### src/rtl/mem_arbiter_pkg.sv
// Shared definitions for the memory arbiter.
//   - FSM state encoding
//   - legal memory-latency range and the latency-counter width derived from it
//   - requester access kinds (load/store) with a decode helper
package mem_arbiter_pkg;

  // Arbiter states: idle, fetch read outstanding, execute read outstanding.
  typedef enum logic [1:0] {
    StIdle = 2'd0,
    StRdIf = 2'd1,
    StRdEx = 2'd2
  } arb_state_e;

  // Legal memory read latency range (cycles).
  localparam int unsigned MemLatMin = 1;
  localparam int unsigned MemLatMax = 4;

  // Latency counter only ever holds MEM_LAT-1, so it must reach MemLatMax-1.
  localparam int unsigned LatCntW = $clog2(MemLatMax);

  // Access kinds issued by the execute requester.
  typedef enum logic {
    AccLoad  = 1'b0,
    AccStore = 1'b1
  } acc_kind_e;

  function automatic acc_kind_e acc_kind(input logic we);
    return we ? AccStore : AccLoad;
  endfunction

endpackage

### src/rtl/mem_arbiter.sv
// Two-requester memory arbiter (fetch and execute) in front of a single
// fixed-latency memory port.
//
// Ports:
//   clk, rst              clock, asynchronous active-high reset
//   if_req/if_addr        fetch read request and address
//   if_gnt/if_rvalid      fetch request accepted / fetch read data valid
//   ex_req/ex_we/ex_addr  execute request, store flag, address
//   ex_wdata              execute store data
//   ex_gnt/ex_rvalid      execute request accepted / execute load data valid
//   rdata                 shared read data, qualified by if_rvalid/ex_rvalid
//   mem_en/mem_we         memory port enable and write strobe
//   mem_addr/mem_wdata    memory port address and write data
//   mem_rdata             memory read data, valid MEM_LAT cycles after a read
//
// Execute normally wins; fetch wins once it has been denied MAX_WAIT cycles
// in a row. At most one read is outstanding; a new grant may be issued on
// the cycle the outstanding read completes.
module mem_arbiter
  import mem_arbiter_pkg::*;
#(
  parameter int unsigned LEN_REG  = 32,
  parameter int unsigned LEN_ADDR = 16,
  parameter int unsigned MEM_LAT  = 1,  // legal range MemLatMin..MemLatMax
  parameter int unsigned MAX_WAIT = 4
) (
  input  logic                clk,
  input  logic                rst,
  input  logic                if_req,
  input  logic [LEN_ADDR-1:0] if_addr,
  output logic                if_gnt,
  output logic                if_rvalid,
  input  logic                ex_req,
  input  logic                ex_we,
  input  logic [LEN_ADDR-1:0] ex_addr,
  input  logic [LEN_REG-1:0]  ex_wdata,
  output logic                ex_gnt,
  output logic                ex_rvalid,
  output logic [LEN_REG-1:0]  rdata,
  output logic                mem_en,
  output logic                mem_we,
  output logic [LEN_ADDR-1:0] mem_addr,
  output logic [LEN_REG-1:0]  mem_wdata,
  input  logic [LEN_REG-1:0]  mem_rdata
);

  // +2 keeps the width non-zero for MAX_WAIT=0 and wide enough to hold MAX_WAIT.
  localparam int unsigned StarveW = $clog2(MAX_WAIT + 2);
  localparam logic [StarveW-1:0] StarveMax = StarveW'(MAX_WAIT);
  localparam logic [LatCntW-1:0] LatLoad = LatCntW'(MEM_LAT - 1);

  arb_state_e          r_state;
  logic [LatCntW-1:0]  r_lat_cnt;
  logic [StarveW-1:0]  r_starve_cnt;

  logic      w_rd_done;
  logic      w_can_grant;
  logic      w_starved;
  logic      w_if_wins;
  logic      w_ex_wins;
  acc_kind_e w_ex_kind;

  // Grant decision
  always_comb begin
    w_ex_kind   = acc_kind(ex_we);
    w_rd_done   = (r_state != StIdle) && (r_lat_cnt == '0);
    // Grants are masked during reset so outputs drop the moment rst rises.
    w_can_grant = !rst && ((r_state == StIdle) || w_rd_done);
    w_starved   = (r_starve_cnt == StarveMax);
    w_if_wins   = w_can_grant && if_req && (!ex_req || w_starved);
    w_ex_wins   = w_can_grant && ex_req && !w_if_wins;
  end

  // Requester and memory-port outputs
  always_comb begin
    if_gnt    = w_if_wins;
    ex_gnt    = w_ex_wins;
    if_rvalid = !rst && (r_state == StRdIf) && (r_lat_cnt == '0);
    ex_rvalid = !rst && (r_state == StRdEx) && (r_lat_cnt == '0);
    rdata     = (if_rvalid || ex_rvalid) ? mem_rdata : '0;

    mem_en    = w_if_wins || w_ex_wins;
    mem_we    = w_ex_wins && (w_ex_kind == AccStore);
    mem_addr  = '0;
    mem_wdata = '0;
    if (w_ex_wins) begin
      mem_addr = ex_addr;
      if (w_ex_kind == AccStore) begin
        mem_wdata = ex_wdata;
      end
    end else if (w_if_wins) begin
      mem_addr = if_addr;
    end
  end

  // FSM and counters
  always_ff @(posedge clk or posedge rst) begin
    if (rst) begin
      r_state      <= StIdle;
      r_lat_cnt    <= '0;
      r_starve_cnt <= '0;
    end else begin
      if (w_if_wins) begin
        r_state   <= StRdIf;
        r_lat_cnt <= LatLoad;
      end else if (w_ex_wins && (w_ex_kind == AccLoad)) begin
        r_state   <= StRdEx;
        r_lat_cnt <= LatLoad;
      end else if (w_ex_wins || w_rd_done) begin
        // Store granted (no response) or read completed with no new read.
        r_state   <= StIdle;
        r_lat_cnt <= '0;
      end else if (r_state != StIdle) begin
        r_lat_cnt <= r_lat_cnt - 1'b1;
      end

      if (!if_req || w_if_wins) begin
        r_starve_cnt <= '0;
      end else if (!w_starved) begin
        r_starve_cnt <= r_starve_cnt + 1'b1;
      end
    end
  end

endmodule

### config.mk
export PLATFORM = sky130hd
export DESIGN_NAME = mem_arbiter
export DESIGN_NICKNAME = d
export VERILOG_FILES = /design/src/rtl/mem_arbiter_pkg.sv /design/src/rtl/mem_arbiter.sv
export SDC_FILE = /design/constraint.sdc
export NUM_CORES = 1
export LEC_CHECK = 0
export BUFFER_PORTS_ARGS = -buffer_cell sky130_fd_sc_hd__buf_2
export CAP_MARGIN = 20
export CORE_AREA = 2 2 72 74
export CTS_CLUSTER_SIZE = 28
export DETAILED_ROUTE_END_ITERATION = 8
export DIE_AREA = 0 0 74 76
export PLACE_DENSITY_LB_ADDON = 0.25
export SYNTH_ARGS = -nofsm -noshare
export SYNTH_HDL_FRONTEND = slang
export SYNTH_SLANG_ARGS = --single-unit
### constraint.sdc
create_clock -name clk -period 5.5 [get_ports clk]
set_input_delay 0.55 -clock clk [delete_from_list [all_inputs] [get_ports clk]]
set_output_delay 0.55 -clock clk [all_outputs]
set_load 0.1 [all_outputs]
==> impl_metrics.env <==
export IMPL_status="finished, final reports clean"
export IMPL_cts_resized=0
export IMPL_worstReg2RegEnd="r_state[1]"
export IMPL_power_leakage_nw=1.35
export IMPL_rows=26
export IMPL_placed_cells=426
export IMPL_grt_pass1_vias=1602
export IMPL_final_area_mm2=0.00225
export IMPL_rsz0062_at_grt="false"
export IMPL_fin_cells=431
export IMPL_grt_pass1_wl_um=7670
export IMPL_power_density_mw_per_mm2=176
export IMPL_netlist_area_mm2=0.00125
export IMPL_yosysSeqAreaShare_pct=14.0
export IMPL_place_area_mm2=0.00219
export IMPL_crit_path_start_kind="input pin"
export IMPL_post_synth_main_area_contributors="and2_1 32%, dfrtp_1 14%, o211ai_1 9.6%"
export IMPL_hold_viol=0
export IMPL_min_path_type="input pin to asynchronous set/reset pin"
export IMPL_grt_overflow=0
export IMPL_routed_wl_um=5220
export IMPL_critPathKind="input pin to primary output"
export IMPL_syn_inst=183
export IMPL_slew_violations=0
export IMPL_clk_latency_ns=0.23
export IMPL_layout_commonest_cell="buf_2"
export IMPL_finalSetupTns_ns=0
export IMPL_routed_via_density=4.40
export IMPL_r2r_slack_ns=3.72
export IMPL_required_ns=4.95
export IMPL_drtIter0Drc=67
export IMPL_worstSetupEndpointType="primary output"
export IMPL_h_tree_depth=1
export IMPL_syn_area_per_cell_um2=6.82
export IMPL_remaining_drc_errors=0
export IMPL_period_share_pct=57.9
export IMPL_die_h_um=76
export IMPL_drt_pass1_iterations=4
export IMPL_antenna_found_initial=0
export IMPL_wl_per_cell_um=12.1
export IMPL_ff2ff_path_depth=5
export IMPL_cp_max_fo=33
export IMPL_clock_fmax_mhz=314
export IMPL_ys_ff_latch=7
export IMPL_final_cell_mix="186 x buf_2, 64 x and2_1, 20 x a21oi_1"
export IMPL_grtUsageTotal_pct=16.7
export IMPL_dieArea_mm2=0.00562
export IMPL_drtAntennaViolNets=0
export IMPL_area_growth_pct=80.4
export IMPL_io_buffers=186
export IMPL_routabilityCongestion=0.800
export IMPL_core_area_mm2=0.00491
export IMPL_fin_crit_ns=3.18
export IMPL_dp_hpwl_um=4200
export IMPL_maxCapViolCount=0
export IMPL_dr_total_vias=1895
export IMPL_crit_start="ex_req"
export IMPL_n_antenna_cell=0
export IMPL_tightest_slew_ns=0.702
export IMPL_regToRegStartpoint="r_starve_cnt[0]"
export IMPL_endpoint="mem_wdata[7]"
export IMPL_cts_buffers=3
export IMPL_yosys_area_top_type="and2_1"
export IMPL_clock_sinks=7
export IMPL_cts_setup_buffers=0
export IMPL_setup_violations_final=0
export IMPL_synth_top_area_share_pct=32.1
export IMPL_syn_num_nets=287
export IMPL_ioPinCount=187
export IMPL_clock_skew_ns=0.00274
export IMPL_drive_gt1_share_pct=54.0
export IMPL_power_uw=397
export IMPL_cp_arrival_ns=2.63
export IMPL_grt_max_degree=34
export IMPL_cts_buffer_depth=2
export IMPL_cts_hold_buf=0
export IMPL_yosysWarnings=0
export IMPL_ctsRootBufferMaster="clkbuf_8"
export IMPL_initial_core_util_pct=25.4
export IMPL_setup_ws_ns=2.32
export IMPL_vdd_drop_max_mv=0.129
export IMPL_synth_distinct_cells=28
export IMPL_slew_headroom_pct=52.9
export IMPL_cts_tree="yes"
export IMPL_clkTransAtPathRegs_ns=0.04
export IMPL_die_w_um=74
export IMPL_nNetsFinal=466
export IMPL_dp_slack_ns=1.72
synth_stat cells:
| cell type | count |
|---|---|
| nand2b_1 | 3 |
| o21ai_1 | 1 |
| o31ai_1 | 1 |
| ha_1 | 3 |
| or3_1 | 2 |
| and2_1 | 64 |
| dfrtp_1 | 7 |
| o211ai_1 | 16 |
| buf_6 | 4 |
| clkbuf_1 | 11 |
| and3_1 | 1 |
| o21ai_0 | 1 |
| o32ai_1 | 1 |
| xnor2_1 | 1 |
| a21bo_1 | 1 |
| nor3_1 | 2 |
| a2111oi_4 | 1 |
| nand2_1 | 6 |
| inv_2 | 1 |
| o2bb2ai_1 | 1 |
| a21oi_1 | 20 |
| a32o_1 | 1 |
| nor2_1 | 8 |
| inv_1 | 6 |
| a21boi_0 | 1 |
| nand3_1 | 17 |
| nand3b_1 | 1 |
| o21ba_2 | 1 |
kinds of logic (layout without fill, tap and decap cells):
kind of cell               after synthesis  after routing  synth area share, %
buffers and inverters                   22            200                 9.03
adders and majority gates                3              3                 3.01
xor gates and xnor gates                 1              1                0.702
AOI/OAI and AO/OA                       46             46                 25.7
DFF                                      7              7                 14.0
and+or+nand+nor                        104            104                 47.5
layer usage:
layer	global-route usage (%)	wire, um
met5	0	0
met4	3.27	29
met3	3.57	422
met2	29.9	2680
met1	20.2	2090
critical path: stages:
cell,delay [ns]
buf_2,0.32
a21bo_1,0.49
a2111oi_4,0.44
buf_6,0.24
and2_1,0.15
buf_2,0.43
worst min path at each step:
stage / startpoint / to / slack [ns] / cells past startpoint
final: rst / r_lat_cnt[0] / 0.35 / 2
after global routing: rst / r_starve_cnt[1] / 0.37 / 2
after CTS: rst / r_lat_cnt[0] / 0.35 / 2
after detailed placement: r_lat_cnt[1] / r_lat_cnt[1] / 0.52 / 2
after global placement: r_lat_cnt[1] / r_lat_cnt[1] / 0.51 / 2
after floorplan: rst / r_lat_cnt[0] / 0.36 / 1
report_power, final:
| part | internal, mW | switching, mW |
|---|---|---|
| combinational | 0.0590 | 0.209 |
| sequential | 0.0540 | 0.00227 |
| clock | 0.0502 | 0.0227 |
| total | 0.163 | 0.234 |
flip-flops by register name, indices dropped and copies added (netlist names):
name	flops
r_state	2
r_lat_cnt	2
r_starve_cnt	3
area by class of cell:
type	instances	area, um2
clock buffer	4	45.0
fill	509	2660
inverter	7	26.3
timing repair buffer	189	957
tap	70	87.6
sequential	7	175
multi-input combinational	154	960
stage by stage:
step                hold WS [ns]  utilization [%]
detailed placement         0.524             44.7
global route               0.372             45.8
global placement           0.508             44.5
finish                     0.352             45.8
CTS                        0.355             45.6
floorplan                  0.360                -
(Power assumes the default switching activity.)
